==> src/rtl/fetch_pkg.sv <==
// fetch_pkg: shared definitions for the fetch sequencing controller.
//   fetch_state_e : controller FSM states (3-bit encoding)
//   redir_src_e   : redirect source (none, execute-stage, trap)
//   src_wins()    : true when an arriving source displaces a held one
package fetch_pkg;

    typedef enum logic [2:0] {
        ST_BOOT  = 3'd0,
        ST_RUN   = 3'd1,
        ST_STALL = 3'd2,
        ST_FLUSH = 3'd3,
        ST_HALT  = 3'd4
    } fetch_state_e;

    typedef enum logic [1:0] {
        SRC_NONE = 2'd0,
        SRC_EX   = 2'd1,
        SRC_TRAP = 2'd2
    } redir_src_e;

    // A trap always displaces; an execute redirect displaces anything but a
    // held trap (newest of equal priority wins).
    function automatic logic src_wins(input redir_src_e arr, input redir_src_e held);
        return (arr == SRC_TRAP) || ((arr == SRC_EX) && (held != SRC_TRAP));
    endfunction

endpackage

==> src/rtl/fetch_ctrl_if.sv <==
// fetch_ctrl_if: handshake/control bundle between the hazard/execute/trap
// logic, fetch_ctrl and fetch_stage.
//   slave  : fetch_ctrl side (takes requests, drives fetch controls)
//   master : requester / observer side
interface fetch_ctrl_if #(
    parameter int unsigned CNT_W = 16
);
    logic              stall_req;
    logic              ex_redirect_valid;
    logic [31:0]       ex_redirect_addr;
    logic              trap_valid;
    logic [31:0]       trap_vector;
    logic              btb_hit;
    logic              btb_taken;
    logic [31:0]       btb_target;
    logic              halt_req;
    logic              pc_en;
    logic              flush;
    logic              jump_en;
    logic [31:0]       pc_jump_addr;
    logic              btb_pc_valid;
    logic              btb_pc_predictTaken;
    logic [31:0]       btb_target_pc;
    logic              halted;
    logic [CNT_W-1:0]  redirect_cnt;

    modport slave (
        input  stall_req, ex_redirect_valid, ex_redirect_addr, trap_valid,
               trap_vector, btb_hit, btb_taken, btb_target, halt_req,
        output pc_en, flush, jump_en, pc_jump_addr, btb_pc_valid,
               btb_pc_predictTaken, btb_target_pc, halted, redirect_cnt
    );

    modport master (
        output stall_req, ex_redirect_valid, ex_redirect_addr, trap_valid,
               trap_vector, btb_hit, btb_taken, btb_target, halt_req,
        input  pc_en, flush, jump_en, pc_jump_addr, btb_pc_valid,
               btb_pc_predictTaken, btb_target_pc, halted, redirect_cnt
    );
endinterface

==> src/rtl/fetch_redirect_arb.sv <==
// fetch_redirect_arb: priority select of redirect sources plus the single
// pending-redirect slot used while fetch is stalled.
//   clk, rst        : clock, async active-low reset
//   i_trap_*        : trap request and vector (highest priority)
//   i_ex_*          : execute-stage redirect request and target
//   i_pend_load     : merge this cycle's selection into the pending slot
//   i_pend_clr      : drop the pending slot (has priority over load)
//   o_arr_src/addr  : this cycle's winning arrival (combinational)
//   o_sel_src/addr  : arrival merged with the pending slot (combinational)
module fetch_redirect_arb
    import fetch_pkg::*;
(
    input  logic        clk,
    input  logic        rst,
    input  logic        i_trap_valid,
    input  logic [31:0] i_trap_vector,
    input  logic        i_ex_valid,
    input  logic [31:0] i_ex_addr,
    input  logic        i_pend_load,
    input  logic        i_pend_clr,
    output redir_src_e  o_arr_src,
    output logic [31:0] o_arr_addr,
    output redir_src_e  o_sel_src,
    output logic [31:0] o_sel_addr
);

    redir_src_e  r_pend_src;
    logic [31:0] r_pend_addr;

    always_comb begin
        o_arr_src  = SRC_NONE;
        o_arr_addr = '0;
        if (i_trap_valid) begin
            o_arr_src  = SRC_TRAP;
            o_arr_addr = i_trap_vector;
        end else if (i_ex_valid) begin
            o_arr_src  = SRC_EX;
            o_arr_addr = i_ex_addr;
        end
    end

    always_comb begin
        o_sel_src  = r_pend_src;
        o_sel_addr = r_pend_addr;
        if (src_wins(o_arr_src, r_pend_src)) begin
            o_sel_src  = o_arr_src;
            o_sel_addr = o_arr_addr;
        end
    end

    always_ff @(posedge clk or negedge rst) begin
        if (!rst) begin
            r_pend_src  <= SRC_NONE;
            r_pend_addr <= '0;
        end else if (i_pend_clr) begin
            r_pend_src  <= SRC_NONE;
            r_pend_addr <= '0;
        end else if (i_pend_load) begin
            r_pend_src  <= o_sel_src;
            r_pend_addr <= o_sel_addr;
        end
    end

endmodule

==> src/rtl/fetch_ctrl.sv <==
// fetch_ctrl: sequencing controller for fetch_stage. Holds fetch through
// boot, stalls, flush drain and halt; arbitrates trap / execute redirects;
// gates BTB predictions; counts accepted redirects (saturating).
//   clk, rst : clock, async active-low reset
//   bus      : fetch_ctrl_if.slave (requests in, fetch controls out)
// pc_en, flush, jump_en, pc_jump_addr and halted are registered; only the
// BTB gating is combinational from inputs.
module fetch_ctrl
    import fetch_pkg::*;
#(
    parameter int unsigned BOOT_DELAY   = 4,
    parameter int unsigned FLUSH_CYCLES = 2,
    parameter int unsigned CNT_W        = 16
) (
    input  logic        clk,
    input  logic        rst,
    fetch_ctrl_if.slave bus
);

    localparam int unsigned BOOT_W  = $clog2(BOOT_DELAY + 1);
    localparam int unsigned FLUSH_W = (FLUSH_CYCLES > 1) ? $clog2(FLUSH_CYCLES) : 1;
    localparam logic [BOOT_W-1:0]  BOOT_LAST  = BOOT_W'(BOOT_DELAY);
    localparam logic [FLUSH_W-1:0] FLUSH_LAST = FLUSH_W'(FLUSH_CYCLES - 1);

    fetch_state_e       r_state, w_state_nx;
    logic [BOOT_W-1:0]  r_boot_cnt, w_boot_nx;
    logic [FLUSH_W-1:0] r_flush_cnt, w_flush_nx;
    logic               r_pc_en, r_flush, r_jump_en, r_halted;
    logic [31:0]        r_pc_jump_addr;
    logic [CNT_W-1:0]   r_cnt;

    logic               w_jump;
    logic [31:0]        w_jump_addr;
    logic               w_pend_load, w_pend_clr;
    redir_src_e         w_arr_src, w_sel_src;
    logic [31:0]        w_arr_addr, w_sel_addr;

    fetch_redirect_arb u_arb (
        .clk           (clk),
        .rst           (rst),
        .i_trap_valid  (bus.trap_valid),
        .i_trap_vector (bus.trap_vector),
        .i_ex_valid    (bus.ex_redirect_valid),
        .i_ex_addr     (bus.ex_redirect_addr),
        .i_pend_load   (w_pend_load),
        .i_pend_clr    (w_pend_clr),
        .o_arr_src     (w_arr_src),
        .o_arr_addr    (w_arr_addr),
        .o_sel_src     (w_sel_src),
        .o_sel_addr    (w_sel_addr)
    );

    // w_jump marks an accepted redirect: load target, (re)start the flush.
    always_comb begin
        w_state_nx  = r_state;
        w_boot_nx   = r_boot_cnt;
        w_flush_nx  = r_flush_cnt;
        w_jump      = 1'b0;
        w_pend_load = 1'b0;
        w_pend_clr  = 1'b0;
        unique case (r_state)
            ST_BOOT: begin
                if (r_boot_cnt == BOOT_LAST) w_state_nx = ST_RUN;
                else                         w_boot_nx  = r_boot_cnt + BOOT_W'(1);
            end
            ST_RUN: begin
                if (w_arr_src != SRC_NONE) w_jump     = 1'b1;
                else if (bus.stall_req)    w_state_nx = ST_STALL;
                else if (bus.halt_req)     w_state_nx = ST_HALT;
            end
            ST_STALL: begin
                // An arrival in the release cycle merges with the slot
                // before the exit decision.
                if (bus.stall_req) begin
                    w_pend_load = 1'b1;
                end else begin
                    w_pend_clr = 1'b1;
                    if (w_sel_src != SRC_NONE) w_jump     = 1'b1;
                    else                       w_state_nx = ST_RUN;
                end
            end
            ST_FLUSH: begin
                if (w_arr_src != SRC_NONE) w_jump = 1'b1;
                else if (r_flush_cnt == '0)
                    w_state_nx = bus.halt_req ? ST_HALT : ST_RUN;
                else
                    w_flush_nx = r_flush_cnt - FLUSH_W'(1);
            end
            ST_HALT: begin
                if (w_arr_src == SRC_TRAP) w_jump     = 1'b1;
                else if (!bus.halt_req)    w_state_nx = ST_RUN;
            end
            default: w_state_nx = ST_BOOT;
        endcase
        w_jump_addr = (r_state == ST_STALL) ? w_sel_addr : w_arr_addr;
        if (w_jump) begin
            w_state_nx = ST_FLUSH;
            w_flush_nx = FLUSH_LAST;
        end
    end

    always_ff @(posedge clk or negedge rst) begin
        if (!rst) begin
            r_state     <= ST_BOOT;
            r_boot_cnt  <= '0;
            r_flush_cnt <= '0;
        end else begin
            r_state     <= w_state_nx;
            r_boot_cnt  <= w_boot_nx;
            r_flush_cnt <= w_flush_nx;
        end
    end

    // Outputs are registered from the next state so they line up with it.
    always_ff @(posedge clk or negedge rst) begin
        if (!rst) begin
            r_pc_en        <= 1'b0;
            r_flush        <= 1'b0;
            r_jump_en      <= 1'b0;
            r_halted       <= 1'b0;
            r_pc_jump_addr <= '0;
            r_cnt          <= '0;
        end else begin
            r_pc_en   <= (w_state_nx == ST_RUN) || w_jump;
            r_flush   <= (w_state_nx == ST_FLUSH);
            r_jump_en <= w_jump;
            r_halted  <= (w_state_nx == ST_HALT);
            if (w_jump) r_pc_jump_addr <= w_jump_addr;
            if (w_jump && (r_cnt != '1)) r_cnt <= r_cnt + CNT_W'(1);
        end
    end

    assign bus.pc_en               = r_pc_en;
    assign bus.flush               = r_flush;
    assign bus.jump_en             = r_jump_en;
    assign bus.pc_jump_addr        = r_pc_jump_addr;
    assign bus.halted              = r_halted;
    assign bus.redirect_cnt        = r_cnt;
    assign bus.btb_pc_valid        = bus.btb_hit & (r_state == ST_RUN) & ~bus.stall_req
                                     & ~bus.trap_valid & ~bus.ex_redirect_valid;
    assign bus.btb_pc_predictTaken = bus.btb_pc_valid & bus.btb_taken;
    assign bus.btb_target_pc       = bus.btb_target;

endmodule

==> src/flat_wrapper.sv <==
// flat-port wrapper written by rule: the top's interface ports become plain ports
module fetch_ctrl_flat import fetch_pkg::*;
#(
    parameter int unsigned BOOT_DELAY   = 4,
    parameter int unsigned FLUSH_CYCLES = 2,
    parameter int unsigned CNT_W        = 16
)
  (clk, rst, bus_stall_req, bus_ex_redirect_valid, bus_ex_redirect_addr, bus_trap_valid, bus_trap_vector, bus_btb_hit, bus_btb_taken, bus_btb_target, bus_halt_req, bus_pc_en, bus_flush, bus_jump_en, bus_pc_jump_addr, bus_btb_pc_valid, bus_btb_pc_predictTaken, bus_btb_target_pc, bus_halted, bus_redirect_cnt);
  fetch_ctrl_if #(.CNT_W(CNT_W)) bus_i ();
  input  logic clk;
  input  logic rst;
  input wire logic [$bits(bus_i.stall_req)-1:0] bus_stall_req;
  input wire logic [$bits(bus_i.ex_redirect_valid)-1:0] bus_ex_redirect_valid;
  input wire logic [$bits(bus_i.ex_redirect_addr)-1:0] bus_ex_redirect_addr;
  input wire logic [$bits(bus_i.trap_valid)-1:0] bus_trap_valid;
  input wire logic [$bits(bus_i.trap_vector)-1:0] bus_trap_vector;
  input wire logic [$bits(bus_i.btb_hit)-1:0] bus_btb_hit;
  input wire logic [$bits(bus_i.btb_taken)-1:0] bus_btb_taken;
  input wire logic [$bits(bus_i.btb_target)-1:0] bus_btb_target;
  input wire logic [$bits(bus_i.halt_req)-1:0] bus_halt_req;
  output wire logic [$bits(bus_i.pc_en)-1:0] bus_pc_en;
  output wire logic [$bits(bus_i.flush)-1:0] bus_flush;
  output wire logic [$bits(bus_i.jump_en)-1:0] bus_jump_en;
  output wire logic [$bits(bus_i.pc_jump_addr)-1:0] bus_pc_jump_addr;
  output wire logic [$bits(bus_i.btb_pc_valid)-1:0] bus_btb_pc_valid;
  output wire logic [$bits(bus_i.btb_pc_predictTaken)-1:0] bus_btb_pc_predictTaken;
  output wire logic [$bits(bus_i.btb_target_pc)-1:0] bus_btb_target_pc;
  output wire logic [$bits(bus_i.halted)-1:0] bus_halted;
  output wire logic [$bits(bus_i.redirect_cnt)-1:0] bus_redirect_cnt;
  assign bus_i.stall_req = bus_stall_req;
  assign bus_i.ex_redirect_valid = bus_ex_redirect_valid;
  assign bus_i.ex_redirect_addr = bus_ex_redirect_addr;
  assign bus_i.trap_valid = bus_trap_valid;
  assign bus_i.trap_vector = bus_trap_vector;
  assign bus_i.btb_hit = bus_btb_hit;
  assign bus_i.btb_taken = bus_btb_taken;
  assign bus_i.btb_target = bus_btb_target;
  assign bus_i.halt_req = bus_halt_req;
  assign bus_pc_en = bus_i.pc_en;
  assign bus_flush = bus_i.flush;
  assign bus_jump_en = bus_i.jump_en;
  assign bus_pc_jump_addr = bus_i.pc_jump_addr;
  assign bus_btb_pc_valid = bus_i.btb_pc_valid;
  assign bus_btb_pc_predictTaken = bus_i.btb_pc_predictTaken;
  assign bus_btb_target_pc = bus_i.btb_target_pc;
  assign bus_halted = bus_i.halted;
  assign bus_redirect_cnt = bus_i.redirect_cnt;
  fetch_ctrl #(.BOOT_DELAY(BOOT_DELAY), .FLUSH_CYCLES(FLUSH_CYCLES), .CNT_W(CNT_W)) u_core (.clk(clk), .rst(rst), .bus(bus_i));
endmodule
==> config.mk <==
export PLATFORM = sky130hd
export DESIGN_NAME = fetch_ctrl_flat
export DESIGN_NICKNAME = d
export VERILOG_FILES = /design/src/rtl/fetch_pkg.sv /design/src/rtl/fetch_ctrl_if.sv /design/src/rtl/fetch_redirect_arb.sv /design/src/rtl/fetch_ctrl.sv /design/src/flat_wrapper.sv
export SDC_FILE = /design/constraint.sdc
export NUM_CORES = 1
export LEC_CHECK = 0
export ABC_AREA = 1
export CORE_UTILIZATION = 35
export DETAILED_ROUTE_END_ITERATION = 10
export SKIP_CTS_REPAIR_TIMING = 1
export SLEW_MARGIN = 20
export SYNTH_ARGS = -nofsm -noshare
export SYNTH_HDL_FRONTEND = slang
export SYNTH_HIERARCHICAL = 1
export SYNTH_SLANG_ARGS = --single-unit
==> constraint.sdc <==
create_clock -name clk -period 2.2 [get_ports clk]
set_clock_uncertainty 0.05 [all_clocks]
set_input_delay 0.55 -clock clk [delete_from_list [all_inputs] [get_ports clk]]
set_output_delay 0.55 -clock clk [all_outputs]
set_load 0.02 [all_outputs]
== Yosys cells after proc, flatten, opt, wreduce, memory -nomap -nowiden ==
Index checks and enable logic that the tools add are counted.
Widths: inputs -> output; s select.

* Add/subtract/negate cells: 3
* Equal/unequal tests: 13
* Mux-type cells: 37
* Bitwise operators: 9
* Reductions and logical operators: 12

{| class="wikitable"
|+ Operators with widths
! kind !! number
|-
| $mux 32 || 6
|-
| $mux 3 || 12
|-
| $add 16x1->16 const B || 1
|-
| $ne 16x16->1 const B || 1
|-
| $pmux 3 s5 || 1
|-
| $mux 1 || 13
|-
| $eq 3x2->1 const B || 3
|-
| $eq 3x3->1 const B || 3
|-
| $mux 2 || 4
|-
| $reduce_bool 2->1 || 4
|-
| $eq 3x1->1 const B || 2
|-
| $and 1x1->1 || 5
|-
| $not 1->1 || 4
|-
| $reduce_and 2->1 || 2
|-
| $add 3x1->3 const B || 1
|-
| $logic_not 3->1 || 1
|-
| $pmux 1 s3 || 1
|-
| $eq 2x1->1 const B || 1
|-
| $eq 2x2->1 const B || 1
|-
| $logic_and 1x1->1 || 2
|-
| $logic_or 1x1->1 || 2
|-
| $ne 2x1->1 const B || 1
|-
| $ne 2x2->1 const B || 1
|-
| $reduce_or 2->1 || 1
|-
| $sub 1x1->1 const B || 1
|}

* Bits in registers: 93
* Input bits: 104
* Output and inout bits: 86

== Longest topological paths before layout ==
* Depth in word-level cells: 13
* Depth in mapped cells: 17
* Gate-level depth less buffers: 14

== Modules after synthesis ==
Netlist, hierarchy kept.

{| class="wikitable"
|+ By module, submodules not included
! module !! times used !! cells an instance !! area an instance (um^2) !! sequential area each (um^2)
|-
| fetch_ctrl || 1 || 492 || 3530.9 || 1476.4
|-
| fetch_redirect_arb || 1 || 494 || 2822.7 || 850.8
|}

== Worst setup path after synthesis ==
OpenSTA, ideal clock, no wires.

* Path kind: input -> register
* Start point: in bus_ex_redirect_valid
* End point: reg u_core.r_pc_jump_addr[7], in the netlist u_core/bus.pc_jump_addr[7]
* Library setup time: 0.116 ns
* Data arrival time: 2.140 ns
* Slack: -0.106 ns
* Stages: 17
* Path buffers: 4
* Cell sequence: buf_2 inv_1 nor2_4 nand2_2 nand2_2 buf_4 o21ai_0 nor2_1 inv_1 nand2_1 nor2_1 nor2_1 inv_2 buf_6 buf_6 nand2_1 nand2_1

* Longest elaborated chain between the ends: 10
* Elaborated cells between the ends (all ways): 18

{| class="wikitable"
|+ RTL lines
! what !! line !! RTL
|-
| start, declared || flat_wrapper.sv:13 || <nowiki>input wire logic [$bits(bus_i.ex_redirect_valid)-1:0] bus_ex_redirect_valid;</nowiki>
|-
| $mux 1 (*) || fetch_redirect_arb.sv:36 || <nowiki>end else if (i_ex_valid) begin</nowiki>
|-
| $mux 2 (*) || fetch_redirect_arb.sv:33 || <nowiki>if (i_trap_valid) begin</nowiki>
|-
| named net u_core.w_arr_src[0] || fetch_ctrl.sv:35 || <nowiki>redir_src_e w_arr_src, w_sel_src;</nowiki>
|-
| $eq 2x1->1 || fetch_pkg.sv:24 || <nowiki>return (arr == SRC_TRAP) || ((arr == SRC_EX) && (held != SRC_TRAP));</nowiki>
|-
| $logic_and 1x1->1 || fetch_pkg.sv:24 ||
|-
| $logic_or 1x1->1 (*) || fetch_pkg.sv:24 ||
|-
| $mux 2 (*) || fetch_redirect_arb.sv:45 || <nowiki>if (src_wins(o_arr_src, r_pend_src)) begin</nowiki>
|-
| named net u_core.w_sel_src[1] || fetch_ctrl.sv:35 ||
|-
| $reduce_bool 2->1 (*) || fetch_ctrl.sv:78 || <nowiki>if (w_sel_src != SRC_NONE) w_jump = 1'b1;</nowiki>
|-
| $mux 1 (*) || fetch_ctrl.sv:78 ||
|-
| $mux 1 (*) || fetch_ctrl.sv:74 || <nowiki>if (bus.stall_req) begin</nowiki>
|-
| $pmux 1 s3 (*) || fetch_ctrl.sv:61 || <nowiki>unique case (r_state)</nowiki>
|-
| end signal, assigned || fetch_ctrl.sv:128 || <nowiki>if (w_jump) r_pc_jump_addr <= w_jump_addr;</nowiki>
|-
| end, declared || fetch_ctrl.sv:29 || <nowiki>logic [31:0] r_pc_jump_addr;</nowiki>
|}

The timed path passes the listed nets; every way through them passes the cells marked *.
A chain may end at the register's enable or synchronous reset.

== Worst setup path after layout ==
* Start point: in bus_trap_valid
* End point: out bus_btb_pc_predictTaken

* Longest elaborated chain between the ends: 4

{| class="wikitable"
|+ RTL lines
! what !! line !! RTL
|-
| start, declared || flat_wrapper.sv:15 || <nowiki>input wire logic [$bits(bus_i.trap_valid)-1:0] bus_trap_valid;</nowiki>
|-
| $not 1->1 || fetch_ctrl.sv:140 || <nowiki>& ~bus.trap_valid & ~bus.ex_redirect_valid;</nowiki>
|-
| $and 1x1->1 (2 in series) || fetch_ctrl.sv:140 ||
|-
| $and 1x1->1 || fetch_ctrl.sv:141 || <nowiki>assign bus.btb_pc_predictTaken = bus.btb_pc_valid & bus.btb_taken;</nowiki>
|-
| end, declared || flat_wrapper.sv:26 || <nowiki>output wire logic [$bits(bus_i.btb_pc_predictTaken)-1:0] bus_btb_pc_predictTaken;</nowiki>
|}

No other way between the ends.

==> results.yml <==
drt:
  antenna_left: 0
  wl_per_cell_um: 11.6
  num_vias: 5881
  drt_pass1_iterations: 4
  wirelength_um: 15700
  vias_per_cell: 4.36
  drtIter0Drc: 299
  drc_errors: 0
floorplanning:
  die_height_um: 137
  die_x_um: 137
  io_pins: 190
  die_area_um2: 18700
  rows: 48
  core_area_um2: 17500
  start_util_pct: 36.2
grt:
  antenna_found_initial: 1
  grt_pass1_wl_um: 26000
  grt_max_degree: 39
  grt_usage_pct: 17.9
  first_global_vias: 5411
  gr-total-overflow: 0
synthesis:
  synthArstFlopShare_pct: 100
  synthTopCellsByCount: "nand2_1, inv_1, nor2_1"
  synth_top_area_share_pct: 36.6
  syn_avg_cell_area_um2: 6.44
  synthAdderAreaFrac_pct: 0.591
  synth_most_common_cell: "nand2_1"
  synth_nets: 1093
  seq_area_frac_synth_pct: 36.6
  yosys-top-cells-area: "dfrtp_1, nand2_1, inv_1"
  synth_cell_types: 28
  muxShareOfSynthArea_pct: 0
  yosys.area.top_type: "dfrtp_1"
  synth_flop_cell: "dfrtp_1"
  ys_ff_latch: 93
  synth_compound_area_share_pct: 3.43
  synth-simple-area-share_pct: 40.1
  netlist_area_um2: 6350
  synth_edf_count: 0
  synth_xor_area_share_pct: 1.65
  synth_top_family_by_area: "simple AND/OR/NAND/NOR gates"
  syn_inst: 986
  yosys_warnings: 6
final_layout:
  stdcell_count: 1350
  antenna_cells: 0
  syn_to_final_growth_pct: 32.1
  drive_above_1_share_pct: 10.2
  nets: 1228
  fillers: 1791
placement:
  hpwlAfterDp_um: 10900
  place_inst: 1326
  dp_slack_ns: -0.789
  gp_congestion: 0.854
  io_buffer_count: 125
run_status:
  status: "complete, no violations"
cts:
  clkTransAtPathRegs_ns: 0.07
  clk_path_buf_depth: 2
  tritoncts: "done"
  cts_made_buffers: 9
  clkLatencyLatePin_ns: 0.35
  cts_sinks: 93
  clockRootBuffer: "clkbuf_16"
  htreeDepth: 3
pwr:
  seqPwrFrac_pct: 31.6
  switchingPower_uw: 3490
  netSwitchingFraction_pct: 39.9
  p_per_area_nw_per_um2: 1040
  p_int_uw: 5260
  vdd_ir_drop_max_v: 0.000656
  clockPowerShare_pct: 19.1
  p_comb_share_pct: 49.2
  power.total_uw: 8740
  leakagePower_uw: 0.00468
worst_hold_path:
  hp-class: "primary input to async pin"
critical_path:
  cp-startpoint: "bus_trap_valid"
  start_kind: "primary input"
  crit_fanout: 3
  cp-end-kind: "primary output"
  r2r_start: "u_core/r_state[2]"
  required_ns: 1.60
  crit_type: "primary input to primary output"
  cp.arrival_ns: 1.49
timing:
  min_period_ns: 2.09
  setup_ws_ns: 0.114
  setup_viol: 0
  fin_setup_tns_ns: 0
  relSlewSlack_pct: 69.1
  slew_violations: 0
  post-route-period-util_pct: 94.8
  fmax_mhz: 479
  holdWs_ns: 0.0951
  hold_viol: 0
  worstMarginPinSlew_ns: 0.464
run:
  maxCapViolCount: 0
[worst paths after layout]
path | end | slack, ns | depth (start not counted)
setup / recovery | bus_btb_pc_predictTaken | 0.11 | 4
max in group asynchronous | u_core/u_arb/r_pend_addr[20] | 1.45 | 2
hold reg to reg | u_core/u_arb/r_pend_addr[8] | 0.43 | 2
setup reg to reg | u_core/u_arb/r_pend_addr[18] | 0.17 | 9
min in group clk | u_core/u_arb/r_pend_addr[8] | 0.43 | 2
hold / removal | u_core/bus.redirect_cnt[7] | 0.1 | 1
[state kept, by name (all words and copies together) (netlist names)]
signal                    cells
u_core/bus.pc_en              1
u_core/bus.redirect_cnt      16
u_core/u_arb/r_pend_addr     32
u_core/bus.flush              1
u_core/bus.halted             1
u_core/r_boot_cnt             3
u_core/r_state                3
u_core/u_arb/r_pend_src       2
u_core/r_flush_cnt            1
u_core/bus.pc_jump_addr      32
u_core/bus.jump_en            1
[routing by layer]
layer  part of all wire, %  GRT usage (%)  vias up
met1                    50           23.4     2576
met3                   5.0           3.63       15
li1                      -              -     3171
met4                   1.1           5.74        2
met5                 0.070              0        -
met2                    44           29.5      117
[layout by cell type (no fill, tap or decap), drive strengths merged, types with 8 or more instances in the layout]
master         synthesis  routed
nand2                384     384
clkbuf                 6      11
dfrtp                 93      93
xnor2                  8       8
buf                   70      77
o21ai                 40      40
nor2                 101     101
and2                  32      32
inv                  153     154
clkdlybuf4s50          0     119
nand3                 77      77
[cell type report]
cell class	instances	area (um2)	share of cell area, %
clock inverter	5	85.1	1.01
tap	225	282	3.35
sequential	93	2330	27.7
multi-input combinational	664	2960	35.2
timing repair buffer	200	1940	23.1
inverter	153	577	6.87
clock buffer	10	229	2.73
[metrics by stage]
step           area [um2]  utilization [%]
4_1_cts              8270             47.1
2_1_floorplan        6370                -
3_3_place_gp         7950             45.3
5_1_grt              8400             47.9
6_report             8400             47.9
3_5_place_dp         7950             45.3
[critical path: stages]
cell	delay, ns
buf_2	0.17
or3b_4	0.42
nor3b_2	0.18
buf_4	0.16
[power by group through the flow]
stage / logic, uW / registers (uW) / clock network [uW]
floorplan: 2350 / 3130 / 0
global placement: 4250 / 2790 / 0
detailed placement: 4300 / 2790 / 0
CTS: 4310 / 2770 / 1720
global route: 4860 / 2850 / 1780
finish: 4310 / 2770 / 1670
[cells by family after synthesis]
kind of cell / after synthesis
AOI/OAI and AO/OA: 43
DFF: 93
buffers and inverters: 229
adders and majority gates: 3
xor gates and xnor gates: 12
and+or+nand+nor: 606
(Power assumes the default switching activity.)
